[config.mk]
export PLATFORM = sky130hd
export DESIGN_NAME = ppu_phase_sequencer_flat
export DESIGN_NICKNAME = d
export VERILOG_FILES = /design/src/rtl/ppu_phase_sequencer_if.sv /design/src/rtl/ppu_phase_sequencer.sv /design/src/flat_wrapper.sv
export SDC_FILE = /design/constraint.sdc
export NUM_CORES = 1
export LEC_CHECK = 0
export ABC_AREA = 0
export BUFFER_PORTS_ARGS = -buffer_cell sky130_fd_sc_hd__buf_2
export CAP_MARGIN = 0
export CORE_AREA = 2 2 86 88
export CTS_BUF_LIST = sky130_fd_sc_hd__clkbuf_2
export DETAILED_ROUTE_END_ITERATION = 7
export DIE_AREA = 0 0 88 90
export PLACE_DENSITY = 0.81
export RECOVER_POWER = 25
export SYNTH_ARGS = -nofsm -noshare
export SYNTH_HDL_FRONTEND = slang
export SYNTH_SLANG_ARGS = --single-unit
[constraint.sdc]
create_clock -name i_clk -period 1.88 [get_ports i_clk]
set_input_delay 0 -clock i_clk [delete_from_list [all_inputs] [get_ports i_clk]]
set_output_delay 0 -clock i_clk [all_outputs]
set_load 0.03 [all_outputs]
[src/rtl/ppu_phase_sequencer_if.sv]
// Handshake and read-port bundle between the PPU datapath and its phase sequencer.
// The sequencer takes the slave side; the datapath (or a bench) takes the master side.
interface ppu_phase_sequencer_if #(
  parameter int BANK_COUNT   = 256,
  parameter int BUFFER_WIDTH = 256,
  parameter int NEIGHBORS    = 8
);
  localparam int BANK_W  = $clog2(BANK_COUNT);
  localparam int ENTRY_W = $clog2(BUFFER_WIDTH);

  logic                 start;
  logic [7:0]           channel_group_count;
  logic                 channel_group_done;
  logic                 exchange_done;
  logic [NEIGHBORS-1:0] neighbor_exchange_done;
  logic                 leftover_inputs;
  logic                 accumulate_done;

  logic                 part_req;
  logic [BANK_W-1:0]    part_bank;
  logic [ENTRY_W-1:0]   part_entry;
  logic                 acc_req;
  logic [BANK_W-1:0]    acc_bank;
  logic [ENTRY_W-1:0]   acc_entry;

  logic                 part_gnt;
  logic                 acc_gnt;
  logic [BANK_W-1:0]    buffer_bank_read;
  logic [ENTRY_W-1:0]   buffer_bank_entry;
  logic                 cg_done_out;
  logic                 acc_enable;
  logic [2:0]           phase;
  logic                 tile_done;
  logic                 error;

  modport master (
    output start, channel_group_count, channel_group_done, exchange_done,
           neighbor_exchange_done, leftover_inputs, accumulate_done,
           part_req, part_bank, part_entry, acc_req, acc_bank, acc_entry,
    input  part_gnt, acc_gnt, buffer_bank_read, buffer_bank_entry,
           cg_done_out, acc_enable, phase, tile_done, error
  );

  modport slave (
    input  start, channel_group_count, channel_group_done, exchange_done,
           neighbor_exchange_done, leftover_inputs, accumulate_done,
           part_req, part_bank, part_entry, acc_req, acc_bank, acc_entry,
    output part_gnt, acc_gnt, buffer_bank_read, buffer_bank_entry,
           cg_done_out, acc_enable, phase, tile_done, error
  );
endinterface

[src/rtl/ppu_phase_sequencer.sv]
// Per-tile PPU phase sequencer: compute -> neighbor exchange -> settle -> accumulate,
// with a per-phase watchdog and phase-based ownership of the accumulation-buffer read port.
module ppu_phase_sequencer #(
  parameter int BANK_COUNT    = 256,
  parameter int BUFFER_WIDTH  = 256,
  parameter int NEIGHBORS     = 8,
  parameter int TIMEOUT_WIDTH = 16
) (
  input  logic                 i_clk,
  input  logic                 i_reset_n,  // active-high; name shared with sibling blocks
  ppu_phase_sequencer_if.slave io_bus
);
  localparam int BANK_W   = $clog2(BANK_COUNT);
  localparam int ENTRY_W  = $clog2(BUFFER_WIDTH);
  localparam int STICKY_W = NEIGHBORS + 1;

  localparam logic [2:0] S_IDLE       = 3'd0;
  localparam logic [2:0] S_COMPUTE    = 3'd1;
  localparam logic [2:0] S_EXCHANGE   = 3'd2;
  localparam logic [2:0] S_SETTLE     = 3'd3;
  localparam logic [2:0] S_ACCUMULATE = 3'd4;
  localparam logic [2:0] S_DONE       = 3'd5;
  localparam logic [2:0] S_ERROR      = 3'd6;

  // Expiry fires when the increment would land on the all-ones count.
  localparam logic [TIMEOUT_WIDTH-1:0] WD_LAST = {{(TIMEOUT_WIDTH-1){1'b1}}, 1'b0};

  logic [2:0]               r_state;
  logic [7:0]               r_group_cnt;
  logic [STICKY_W-1:0]      r_sticky;
  logic [1:0]               r_settle_cnt;
  logic [TIMEOUT_WIDTH-1:0] r_wd;
  logic                     r_error;
  logic                     r_cg_done_out;
  logic [BANK_W-1:0]        r_hold_bank;
  logic [ENTRY_W-1:0]       r_hold_entry;

  logic [2:0]               w_state_next;
  logic [STICKY_W-1:0]      w_done_in;
  logic [STICKY_W-1:0]      w_sticky_seen;
  logic                     w_all_seen;
  logic                     w_accept_start;
  logic                     w_accept_cg;
  logic                     w_timed;
  logic                     w_wd_expire;
  logic                     w_state_change;
  logic                     w_part_gnt;
  logic                     w_acc_gnt;

  // Bit 0 is the local sender, bits 1..NEIGHBORS the neighbor PPUs.
  assign w_done_in[0] = io_bus.exchange_done;
  genvar gi;
  generate
    for (gi = 0; gi < NEIGHBORS; gi++) begin : g_nbr
      assign w_done_in[gi+1] = io_bus.neighbor_exchange_done[gi];
    end
  endgenerate

  assign w_sticky_seen  = r_sticky | w_done_in;
  assign w_all_seen     = &w_sticky_seen;
  assign w_accept_start = io_bus.start && (r_state == S_IDLE || r_state == S_ERROR);
  assign w_accept_cg    = io_bus.channel_group_done && (r_state == S_COMPUTE);
  assign w_timed        = (r_state == S_EXCHANGE) || (r_state == S_SETTLE) ||
                          (r_state == S_ACCUMULATE);
  assign w_wd_expire    = w_timed && (r_wd == WD_LAST);
  assign w_state_change = (w_state_next != r_state);

  always_comb begin
    w_state_next = r_state;
    case (r_state)
      S_IDLE, S_ERROR: begin
        if (io_bus.start) begin
          w_state_next = (io_bus.channel_group_count == 8'd0) ? S_DONE : S_COMPUTE;
        end
      end
      S_COMPUTE: begin
        if (io_bus.channel_group_done && r_group_cnt == 8'd1) begin
          w_state_next = S_EXCHANGE;
        end
      end
      S_EXCHANGE: begin
        if (w_all_seen) begin
          w_state_next = S_SETTLE;
        end else if (w_wd_expire) begin
          w_state_next = S_ERROR;
        end
      end
      S_SETTLE: begin
        // Second consecutive quiet cycle ends the settle window.
        if (!io_bus.leftover_inputs && r_settle_cnt == 2'd1) begin
          w_state_next = S_ACCUMULATE;
        end else if (w_wd_expire) begin
          w_state_next = S_ERROR;
        end
      end
      S_ACCUMULATE: begin
        if (io_bus.accumulate_done) begin
          w_state_next = S_DONE;
        end else if (w_wd_expire) begin
          w_state_next = S_ERROR;
        end
      end
      S_DONE:  w_state_next = S_IDLE;
      default: w_state_next = S_IDLE;
    endcase
  end

  always_ff @(posedge i_clk or posedge i_reset_n) begin
    if (i_reset_n) begin
      r_state       <= S_IDLE;
      r_group_cnt   <= 8'd0;
      r_sticky      <= '0;
      r_settle_cnt  <= 2'd0;
      r_wd          <= '0;
      r_error       <= 1'b0;
      r_cg_done_out <= 1'b0;
    end else begin
      r_state       <= w_state_next;
      r_cg_done_out <= w_accept_cg;

      if (w_accept_start) begin
        r_group_cnt <= io_bus.channel_group_count;
      end else if (w_accept_cg) begin
        r_group_cnt <= r_group_cnt - 8'd1;
      end

      if (w_state_change) begin
        r_sticky <= '0;
      end else if (r_state == S_EXCHANGE) begin
        r_sticky <= w_sticky_seen;
      end

      if (w_state_change) begin
        r_settle_cnt <= 2'd0;
      end else if (r_state == S_SETTLE) begin
        r_settle_cnt <= io_bus.leftover_inputs ? 2'd0 : r_settle_cnt + 2'd1;
      end

      if (w_state_change) begin
        r_wd <= '0;
      end else if (w_timed) begin
        r_wd <= r_wd + 1'b1;
      end

      if (w_accept_start) begin
        r_error <= 1'b0;
      end else if (w_state_next == S_ERROR && r_state != S_ERROR) begin
        r_error <= 1'b1;
      end
    end
  end

  // Read-port ownership follows the phase; the two grant windows never overlap.
  assign w_part_gnt = io_bus.part_req &&
                      (r_state == S_COMPUTE || r_state == S_EXCHANGE);
  assign w_acc_gnt  = io_bus.acc_req && (r_state == S_ACCUMULATE);

  always_ff @(posedge i_clk or posedge i_reset_n) begin
    if (i_reset_n) begin
      r_hold_bank  <= '0;
      r_hold_entry <= '0;
    end else if (w_part_gnt) begin
      r_hold_bank  <= io_bus.part_bank;
      r_hold_entry <= io_bus.part_entry;
    end else if (w_acc_gnt) begin
      r_hold_bank  <= io_bus.acc_bank;
      r_hold_entry <= io_bus.acc_entry;
    end
  end

  assign io_bus.part_gnt          = w_part_gnt;
  assign io_bus.acc_gnt           = w_acc_gnt;
  assign io_bus.buffer_bank_read  = w_part_gnt ? io_bus.part_bank :
                                    w_acc_gnt  ? io_bus.acc_bank  : r_hold_bank;
  assign io_bus.buffer_bank_entry = w_part_gnt ? io_bus.part_entry :
                                    w_acc_gnt  ? io_bus.acc_entry  : r_hold_entry;
  assign io_bus.cg_done_out       = r_cg_done_out;
  assign io_bus.acc_enable        = (r_state == S_ACCUMULATE);
  assign io_bus.phase             = r_state;
  assign io_bus.tile_done         = (r_state == S_DONE);
  assign io_bus.error             = r_error;
endmodule

[src/flat_wrapper.sv]
// flat-port wrapper written by rule: the top's interface ports become plain ports
module ppu_phase_sequencer_flat 
#(
  parameter int BANK_COUNT    = 256,
  parameter int BUFFER_WIDTH  = 256,
  parameter int NEIGHBORS     = 8,
  parameter int TIMEOUT_WIDTH = 16
)
  (i_clk, i_reset_n, io_bus_start, io_bus_channel_group_count, io_bus_channel_group_done, io_bus_exchange_done, io_bus_neighbor_exchange_done, io_bus_leftover_inputs, io_bus_accumulate_done, io_bus_part_req, io_bus_part_bank, io_bus_part_entry, io_bus_acc_req, io_bus_acc_bank, io_bus_acc_entry, io_bus_part_gnt, io_bus_acc_gnt, io_bus_buffer_bank_read, io_bus_buffer_bank_entry, io_bus_cg_done_out, io_bus_acc_enable, io_bus_phase, io_bus_tile_done, io_bus_error);
  ppu_phase_sequencer_if #(.BANK_COUNT(BANK_COUNT), .BUFFER_WIDTH(BUFFER_WIDTH), .NEIGHBORS(NEIGHBORS)) io_bus_i ();
  input  logic i_clk;
  input  logic i_reset_n;
  input wire logic [$bits(io_bus_i.start)-1:0] io_bus_start;
  input wire logic [$bits(io_bus_i.channel_group_count)-1:0] io_bus_channel_group_count;
  input wire logic [$bits(io_bus_i.channel_group_done)-1:0] io_bus_channel_group_done;
  input wire logic [$bits(io_bus_i.exchange_done)-1:0] io_bus_exchange_done;
  input wire logic [$bits(io_bus_i.neighbor_exchange_done)-1:0] io_bus_neighbor_exchange_done;
  input wire logic [$bits(io_bus_i.leftover_inputs)-1:0] io_bus_leftover_inputs;
  input wire logic [$bits(io_bus_i.accumulate_done)-1:0] io_bus_accumulate_done;
  input wire logic [$bits(io_bus_i.part_req)-1:0] io_bus_part_req;
  input wire logic [$bits(io_bus_i.part_bank)-1:0] io_bus_part_bank;
  input wire logic [$bits(io_bus_i.part_entry)-1:0] io_bus_part_entry;
  input wire logic [$bits(io_bus_i.acc_req)-1:0] io_bus_acc_req;
  input wire logic [$bits(io_bus_i.acc_bank)-1:0] io_bus_acc_bank;
  input wire logic [$bits(io_bus_i.acc_entry)-1:0] io_bus_acc_entry;
  output wire logic [$bits(io_bus_i.part_gnt)-1:0] io_bus_part_gnt;
  output wire logic [$bits(io_bus_i.acc_gnt)-1:0] io_bus_acc_gnt;
  output wire logic [$bits(io_bus_i.buffer_bank_read)-1:0] io_bus_buffer_bank_read;
  output wire logic [$bits(io_bus_i.buffer_bank_entry)-1:0] io_bus_buffer_bank_entry;
  output wire logic [$bits(io_bus_i.cg_done_out)-1:0] io_bus_cg_done_out;
  output wire logic [$bits(io_bus_i.acc_enable)-1:0] io_bus_acc_enable;
  output wire logic [$bits(io_bus_i.phase)-1:0] io_bus_phase;
  output wire logic [$bits(io_bus_i.tile_done)-1:0] io_bus_tile_done;
  output wire logic [$bits(io_bus_i.error)-1:0] io_bus_error;
  assign io_bus_i.start = io_bus_start;
  assign io_bus_i.channel_group_count = io_bus_channel_group_count;
  assign io_bus_i.channel_group_done = io_bus_channel_group_done;
  assign io_bus_i.exchange_done = io_bus_exchange_done;
  assign io_bus_i.neighbor_exchange_done = io_bus_neighbor_exchange_done;
  assign io_bus_i.leftover_inputs = io_bus_leftover_inputs;
  assign io_bus_i.accumulate_done = io_bus_accumulate_done;
  assign io_bus_i.part_req = io_bus_part_req;
  assign io_bus_i.part_bank = io_bus_part_bank;
  assign io_bus_i.part_entry = io_bus_part_entry;
  assign io_bus_i.acc_req = io_bus_acc_req;
  assign io_bus_i.acc_bank = io_bus_acc_bank;
  assign io_bus_i.acc_entry = io_bus_acc_entry;
  assign io_bus_part_gnt = io_bus_i.part_gnt;
  assign io_bus_acc_gnt = io_bus_i.acc_gnt;
  assign io_bus_buffer_bank_read = io_bus_i.buffer_bank_read;
  assign io_bus_buffer_bank_entry = io_bus_i.buffer_bank_entry;
  assign io_bus_cg_done_out = io_bus_i.cg_done_out;
  assign io_bus_acc_enable = io_bus_i.acc_enable;
  assign io_bus_phase = io_bus_i.phase;
  assign io_bus_tile_done = io_bus_i.tile_done;
  assign io_bus_error = io_bus_i.error;
  ppu_phase_sequencer #(.BANK_COUNT(BANK_COUNT), .BUFFER_WIDTH(BUFFER_WIDTH), .NEIGHBORS(NEIGHBORS), .TIMEOUT_WIDTH(TIMEOUT_WIDTH)) u_core (.i_clk(i_clk), .i_reset_n(i_reset_n), .io_bus(io_bus_i));
endmodule
### Word level (Yosys, flattened, before mapping)

Index checks and enable logic that the tools add are counted.

* equality and inequality tests: 12
* add/subtract/negate cells: 3
* bitwise gates (word level): 1
* reductions and logical operators: 22
* muxes and demuxes: 23

Operators by type and width (count)
* $mux 8: 6
* $mux 16: 2
* $mux 3: 7
* $mux 9: 2
* $add 16x1->16 const B: 1
* $eq 16x16->1 const B: 1
* $pmux 3 s5: 1
* $eq 3x3->1 const B: 4
* $reduce_bool 2->1: 5
* $or 9x9->9: 1
* $reduce_and 9->1: 1
* $eq 8x1->1 const B: 1
* $logic_and 1x1->1: 8
* $logic_not 8->1: 1
* $sub 8x1->8 const B: 1
* $eq 3x2->1 const B: 2
* $mux 2: 3
* $logic_or 1x1->1: 4
* $eq 3x1->1 const B: 1
* $logic_not 3->1: 1
* $ne 3x3->1: 1
* $ne 3x3->1 const B: 1
* $add 2x1->2 const B: 1
* $eq 2x1->1 const B: 1
* other kinds (3): 4

* output and inout port bits: 25
* flip-flop bits (word level): 56
* word-level logic and storage cells: 70

### Depth between registers and ports, before layout

* word-level depth: 11
* gate-level depth with buffers: 8
* mapped depth without buffers: 7

### Worst setup path after synthesis

No wires, ideal clock.

* kind: register to register
* start point: reg u_core.r_state[1] (netlist: u_core.io_bus.phase[1])
* end point: reg u_core.r_hold_bank[0]
* period minus slack after synthesis: 3.015 ns
* path slack: -1.135 ns
* stages on the path, launching flop included: 9
* arrival: 2.809 ns
* library setup time: 0.207 ns
* path through: dfrtp_1 > buf_2 > or3b_1 > inv_1 > and2_1 > buf_4 > buf_4 > mux2i_1 > o21ai_0

* cells in the longest elaborated chain, start to end: 4
* elaborated cells between the ends (all ways): 8
* classes of those cells: eq/ne (3); mux (2); reduce/logical (3)

Ends and longest elaborated chain
* from (decl): line ppu_phase_sequencer.sv:28 `logic [2:0] r_state;`
* from (signal assigned): line ppu_phase_sequencer.sv:118 `r_state <= w_state_next;`
* $eq 3x3->1
* via io_bus_acc_enable: line flat_wrapper.sv:31 `output wire logic [$bits(io_bus_i.acc_enable)-1:0] io_bus_acc_enable;`
* $logic_and 1x1->1: line ppu_phase_sequencer.sv:156 `assign w_acc_gnt = io_bus.acc_req && (r_state == S_ACCUMULATE);`
* via io_bus_acc_gnt: line flat_wrapper.sv:27 `output wire logic [$bits(io_bus_i.acc_gnt)-1:0] io_bus_acc_gnt;`
* $mux 8 (2 in series)
* via io_bus_buffer_bank_read[0]: line flat_wrapper.sv:28 `output wire logic [$bits(io_bus_i.buffer_bank_read)-1:0] io_bus_buffer_bank_read;`
* to (signal assigned): line ppu_phase_sequencer.sv:163 `r_hold_bank <= io_bus.part_bank;`
* to (signal assigned): line ppu_phase_sequencer.sv:166 `r_hold_bank <= io_bus.acc_bank;`
* to (decl): line ppu_phase_sequencer.sv:35 `logic [BANK_W-1:0] r_hold_bank;`

The timed path passes the listed nets, and every way through them passes these cells.
A chain may end at the register's enable or synchronous reset.

### Worst setup path after layout

* start point: reg u_core.r_state[0] (netlist: u_core.io_bus.phase[0])
* end point: reg u_core.r_wd[10]

* cells in the longest elaborated chain, start to end: 9
* elaborated cells between the ends (all ways): 20
* classes of those cells: eq/ne (6); mux (8); reduce/logical (6)

Ends and longest elaborated chain
* $eq 3x2->1: line ppu_phase_sequencer.sv:63, ppu_phase_sequencer.sv:70
* $logic_or 1x1->1 (2 in series): line ppu_phase_sequencer.sv:63 `assign w_timed = (r_state == S_EXCHANGE) || (r_state == S_SETTLE) ||`
* $logic_and 1x1->1: line ppu_phase_sequencer.sv:65 `assign w_wd_expire = w_timed && (r_wd == WD_LAST);`
* $mux 3: line ppu_phase_sequencer.sv:84, ppu_phase_sequencer.sv:92, ppu_phase_sequencer.sv:99
* $mux 3 (on tied branches): line ppu_phase_sequencer.sv:97, ppu_phase_sequencer.sv:82, ppu_phase_sequencer.sv:90
* $pmux 3 s5: line ppu_phase_sequencer.sv:70 `case (r_state)`
* $ne 3x3->1: line ppu_phase_sequencer.sv:66 `assign w_state_change = (w_state_next != r_state);`
* $mux 16 / $reduce_bool 2->1 (equally long branches)
* to (signal assigned): line ppu_phase_sequencer.sv:142 `r_wd <= r_wd + 1'b1;`
* to (decl): line ppu_phase_sequencer.sv:32 `logic [TIMEOUT_WIDTH-1:0] r_wd;`

Several ways; a longest one is shown, not always the timed one.

==> results.tsv <==
stage	metric	value	unit
setup_path	r2r worst-path depth	11	
yosys	Synth Warn #	0	
grt	vias in the first global route	4107	
timing	Relative slew margins	0.3715	
setup_path	Worst Path Max Fanout	6	
hold_path	hold_sp	io_bus_start	
placed_design	Post-Place Setup Slack	-0.2277	ns
yosys	top_reg_cell synth	dfrtp_1	
setup_path	flop-to-flop setup slack	-0.64	ns
cts	Num CTS Buffers	5	
setup_path	CP Data Required Time	2.25	ns
yosys	post-synthesis compound-gate area fraction	0.1548	
cts	CTS tree	yes	
hold_path	hold path depth	4	
final_layout	FF+latch area	1405	µm²
grt	initial antenna violation count	4	
drt	Post-DRT Antenna Nets	0	
floorplanning	Rows	31	
timing	Tmin final	2.524	ns
placed_design	Placed Cells	538	
timing	# setup viols final	69	
grt	largest net degree at the start of global routing	36	
yosys	flops & latches, synth	56	
power	LEAKAGE	2.697	nW
hold_path	hold path endpoint	u_core.r_group_cnt[0]	
final_layout	Layout Nets	627	
floorplanning	full die area	7920	µm²
timing	Fmax achieved	396.2	MHz
final_layout	Util after Layout	0.8617	
yosys	Synth Cell Area	3039	µm²
drt	post-route DRC violation count	20	
status	failing checks	design-rule violations, negative setup slack	
final_layout	area delta synth->final	99.05	%
timing	sum of negative setup slack	-23.92	ns
floorplanning	initial core utilization	0.4329	
power	VDD IR-drop max	0.0009962	V
power	overall power	9.369	mW
floorplanning	die width	88	µm
run	Max-Cap Viols	0	
grt	GRT overflow	0	
drt	DRT Pass-1 Iters	8	
final_layout	Post-Layout Cell Count	669	
cts	Worst-Skew Late Latency	0.50	ns
drt	wire per inst	27.76	µm
setup_path	Reg-to-Reg Start	u_core.io_bus.phase[0]	
yosys	mux cell area share after synthesis	0.05270	
placed_design	Placed Area	4139	µm²
placed_design	dpl hpwl	5866	µm
timing	Slew Limit Fails	0	
grt	first-pass GRT wire length	21950	µm
floorplanning	I/O Pins	82	
timing	hold_ws	0.1391	ns
timing	post-route setup slack	-0.6440	ns
yosys	Mean Syn Cell Area	9.468	µm²
cts	root buf cell	clkbuf_2	
drt	Vias	4467	
drt	Initial DRC Count	603	
final_layout	fillers	267	
cts	maximum clock path buffer count	2	
yosys	Unique masters post-synth	49	
cts	Clock Sinks	56	
yosys	syn_nets	383	
setup_path	reg2reg end	u_core.r_wd[10]	
hold_path	class of the worst hold path	input pin to flop	
setup_path	Worst Path Arrival	2.89	ns
yosys	simple-gate share of the synthesized area	0.2133	
timing	Hold Vio Cnt, Final	0	
final_layout	Multi-input gate area	2110	µm²
yosys	Post-Synth Adder-Cell Area	0.02058	
floorplanning	die height	90	µm
yosys	Syn Inst Count	321	
cts	H-tree level count	2	
yosys	Synth Area in XOR/XNOR	0.05476	
floorplanning	Core Area	7020	µm²
yosys	asr flop ratio synth	1.000	
final_layout	fin area	6050	µm²
grt	gr usage total	0.3653	
yosys	Post-synth EDFFs	0	
placed_design	IO Port Bufs	81	
yosys	largest family of logic cells by synthesized area	simple AND/OR/NAND/NOR gates	
setup_path	crit start category	flop	
cts	Clock transition at path regs	0.32	ns
final_layout	share of cells above drive strength 1	0.5583	
setup_path	Setup crit end kind	flop	
drt	via density per instance	6.677	
timing	Max Clock Skew	0.06741	ns
timing	RSZ-0062 raised after global routing	yes	
timing	slew of the pin with the lowest slew margin	0.9417	ns
placed_design	RD Place Congestion	0.8627	
power	Pwr per Cell Area	1549	nW/µm²
timing	Tcrit/Tclk final	1.343	
setup_path	crit path kind	flop to flop	
drt	WL final	18570	µm
yosys	Seq/Total Area, Yosys	0.4611	
status	status	finished, violations left	
cell type report:
type | count | share of cell area
antenna | 4 | 0.001655
timing repair buffer | 255 | 0.3791
clock buffer | 6 | 0.004964
inverter | 9 | 0.007032
clock inverter | 2 | 0.005791
tap | 99 | 0.02048
multi-input combinational | 238 | 0.3487
sequential | 56 | 0.2323
critical path: stages (launching register included):
cell,delay [ns]
dfrtp_2,0.50
buf_4,0.16
buf_6,0.14
buf_4,0.15
a21oi_1,0.27
a31oi_2,0.15
nor2b_2,0.32
a21oi_4,0.06
buf_6,0.15
buf_12,0.13
buf_12,0.13
nor3_2,0.23
cell families (layout without fill, tap and decap cells):
family          after synthesis  after routing
other cells                   0              4
mux                          16             16
xor+xnor                     19             19
flops                        56             56
fa+ha+maj                     5              5
buf+inv                      27            272
compound gates               72             72
simple gates                126            126
power by group:
group / internal [mW] / leakage (nW) / switching [mW] / total (mW)
Clock: 0.228 / 0.0430 / 0.427 / 0.655
Sequential: 1.64 / 0.710 / 0.438 / 2.08
Combinational: 3.13 / 1.94 / 3.50 / 6.63
Total: 5.00 / 2.70 / 4.37 / 9.37
sequential cells by signal, indices dropped and copies added, names as in the netlist:
signal and flops:
u_core.r_settle_cnt 2, u_core.r_hold_bank 8, u_core.io_bus.error 1, u_core.r_group_cnt 8, u_core.io_bus.phase 3, u_core.r_wd 16, u_core.r_sticky 9, u_core.io_bus.cg_done_out 1
u_core.r_hold_entry 8
placed cells by master (no fill, tap or decap), types with 3 or more instances in the layout:
| cell type | count |
|---|---|
| a21oi_1 | 14 |
| a22oi_1 | 3 |
| buf_12 | 8 |
| buf_16 | 6 |
| buf_2 | 61 |
| buf_4 | 87 |
| buf_6 | 35 |
| buf_8 | 4 |
| clkbuf_2 | 6 |
| dfrtp_1 | 53 |
| dfrtp_2 | 3 |
| diode_2 | 4 |
| dlygate4sd3_1 | 53 |
| ha_1 | 3 |
| inv_1 | 5 |
| mux2i_1 | 3 |
| mux2i_2 | 4 |
| mux2i_4 | 9 |
| nand2_1 | 29 |
| nand3_1 | 7 |
| nand4_1 | 8 |
| nor2_1 | 10 |
| nor2_4 | 3 |
| nor3_1 | 6 |
| nor3_2 | 25 |
| o211ai_1 | 3 |
| o21ai_0 | 5 |
| o21ai_1 | 3 |
| o21ai_2 | 18 |
| o22ai_1 | 5 |
| xnor2_1 | 4 |
| xor2_1 | 13 |
worst max-delay path by stage:
stage                                  to  depth (start not counted)                    from
5_1_grt                   u_core.r_wd[10]                         11  u_core.io_bus.phase[0]
6_report                  u_core.r_wd[10]                         11  u_core.io_bus.phase[0]
3_5_place_dp           u_core.r_sticky[2]                          8          u_core.r_wd[0]
2_1_floorplan       u_core.r_hold_bank[0]                          8  u_core.io_bus.phase[1]
4_1_cts        io_bus_buffer_bank_read[5]                          7  u_core.io_bus.phase[0]
3_3_place_gp           u_core.r_sticky[1]                          8          u_core.r_wd[0]
cell usage after synthesis, types with 2 or more instances:
library cell,number,area [µm²]
dfrtp_1,56,1401
nor3_1,33,165.2
nand2_1,32,120.1
o21ai_0,26,130.1
a21oi_1,17,85.08
mux2i_1,16,160.2
nor2_1,14,52.55
xor2_1,13,113.9
clkbuf_1,9,33.78
inv_1,9,33.78
nand3_1,8,40.04
nand4_1,8,50.05
xnor2_1,6,52.55
buf_2,5,25.02
ha_1,5,62.56
o22ai_1,5,31.28
nand2b_1,4,25.02
nor2b_1,4,25.02
a22oi_1,3,22.52
a31oi_1,3,18.77
and4_1,3,26.28
nor4_1,3,18.77
o211ai_1,3,22.52
or3_1,3,18.77
a311o_1,2,20.02
and2_1,2,12.51
and3_1,2,12.51
buf_4,2,15.01
buf_6,2,22.52
nand3b_1,2,15.01
nor3b_1,2,15.01
or4_1,2,15.01
what timing repair did:
| action | CTS | global route |
|---|---|---|
| setup endpoints to repair | 46 | 65 |
| gates cloned | 8 | 1 |
| resized for setup | 80 | 85 |
| hold endpoints to repair | 93 | 0 |
| buffers inserted | 38 | 27 |
| hold buffers | 53 | 0 |
| pin swaps | 24 | 23 |
metal layers:
layer,share of wire,global-route usage,vias to the layer above
met1,0.32,0.3999,2109
li1,-,-,1660
met3,0.15,0.1469,205
met2,0.42,0.5947,489
met5,0.0014,0,-
met4,0.10,0.1962,4
Power figures use the tool's default switching activity.
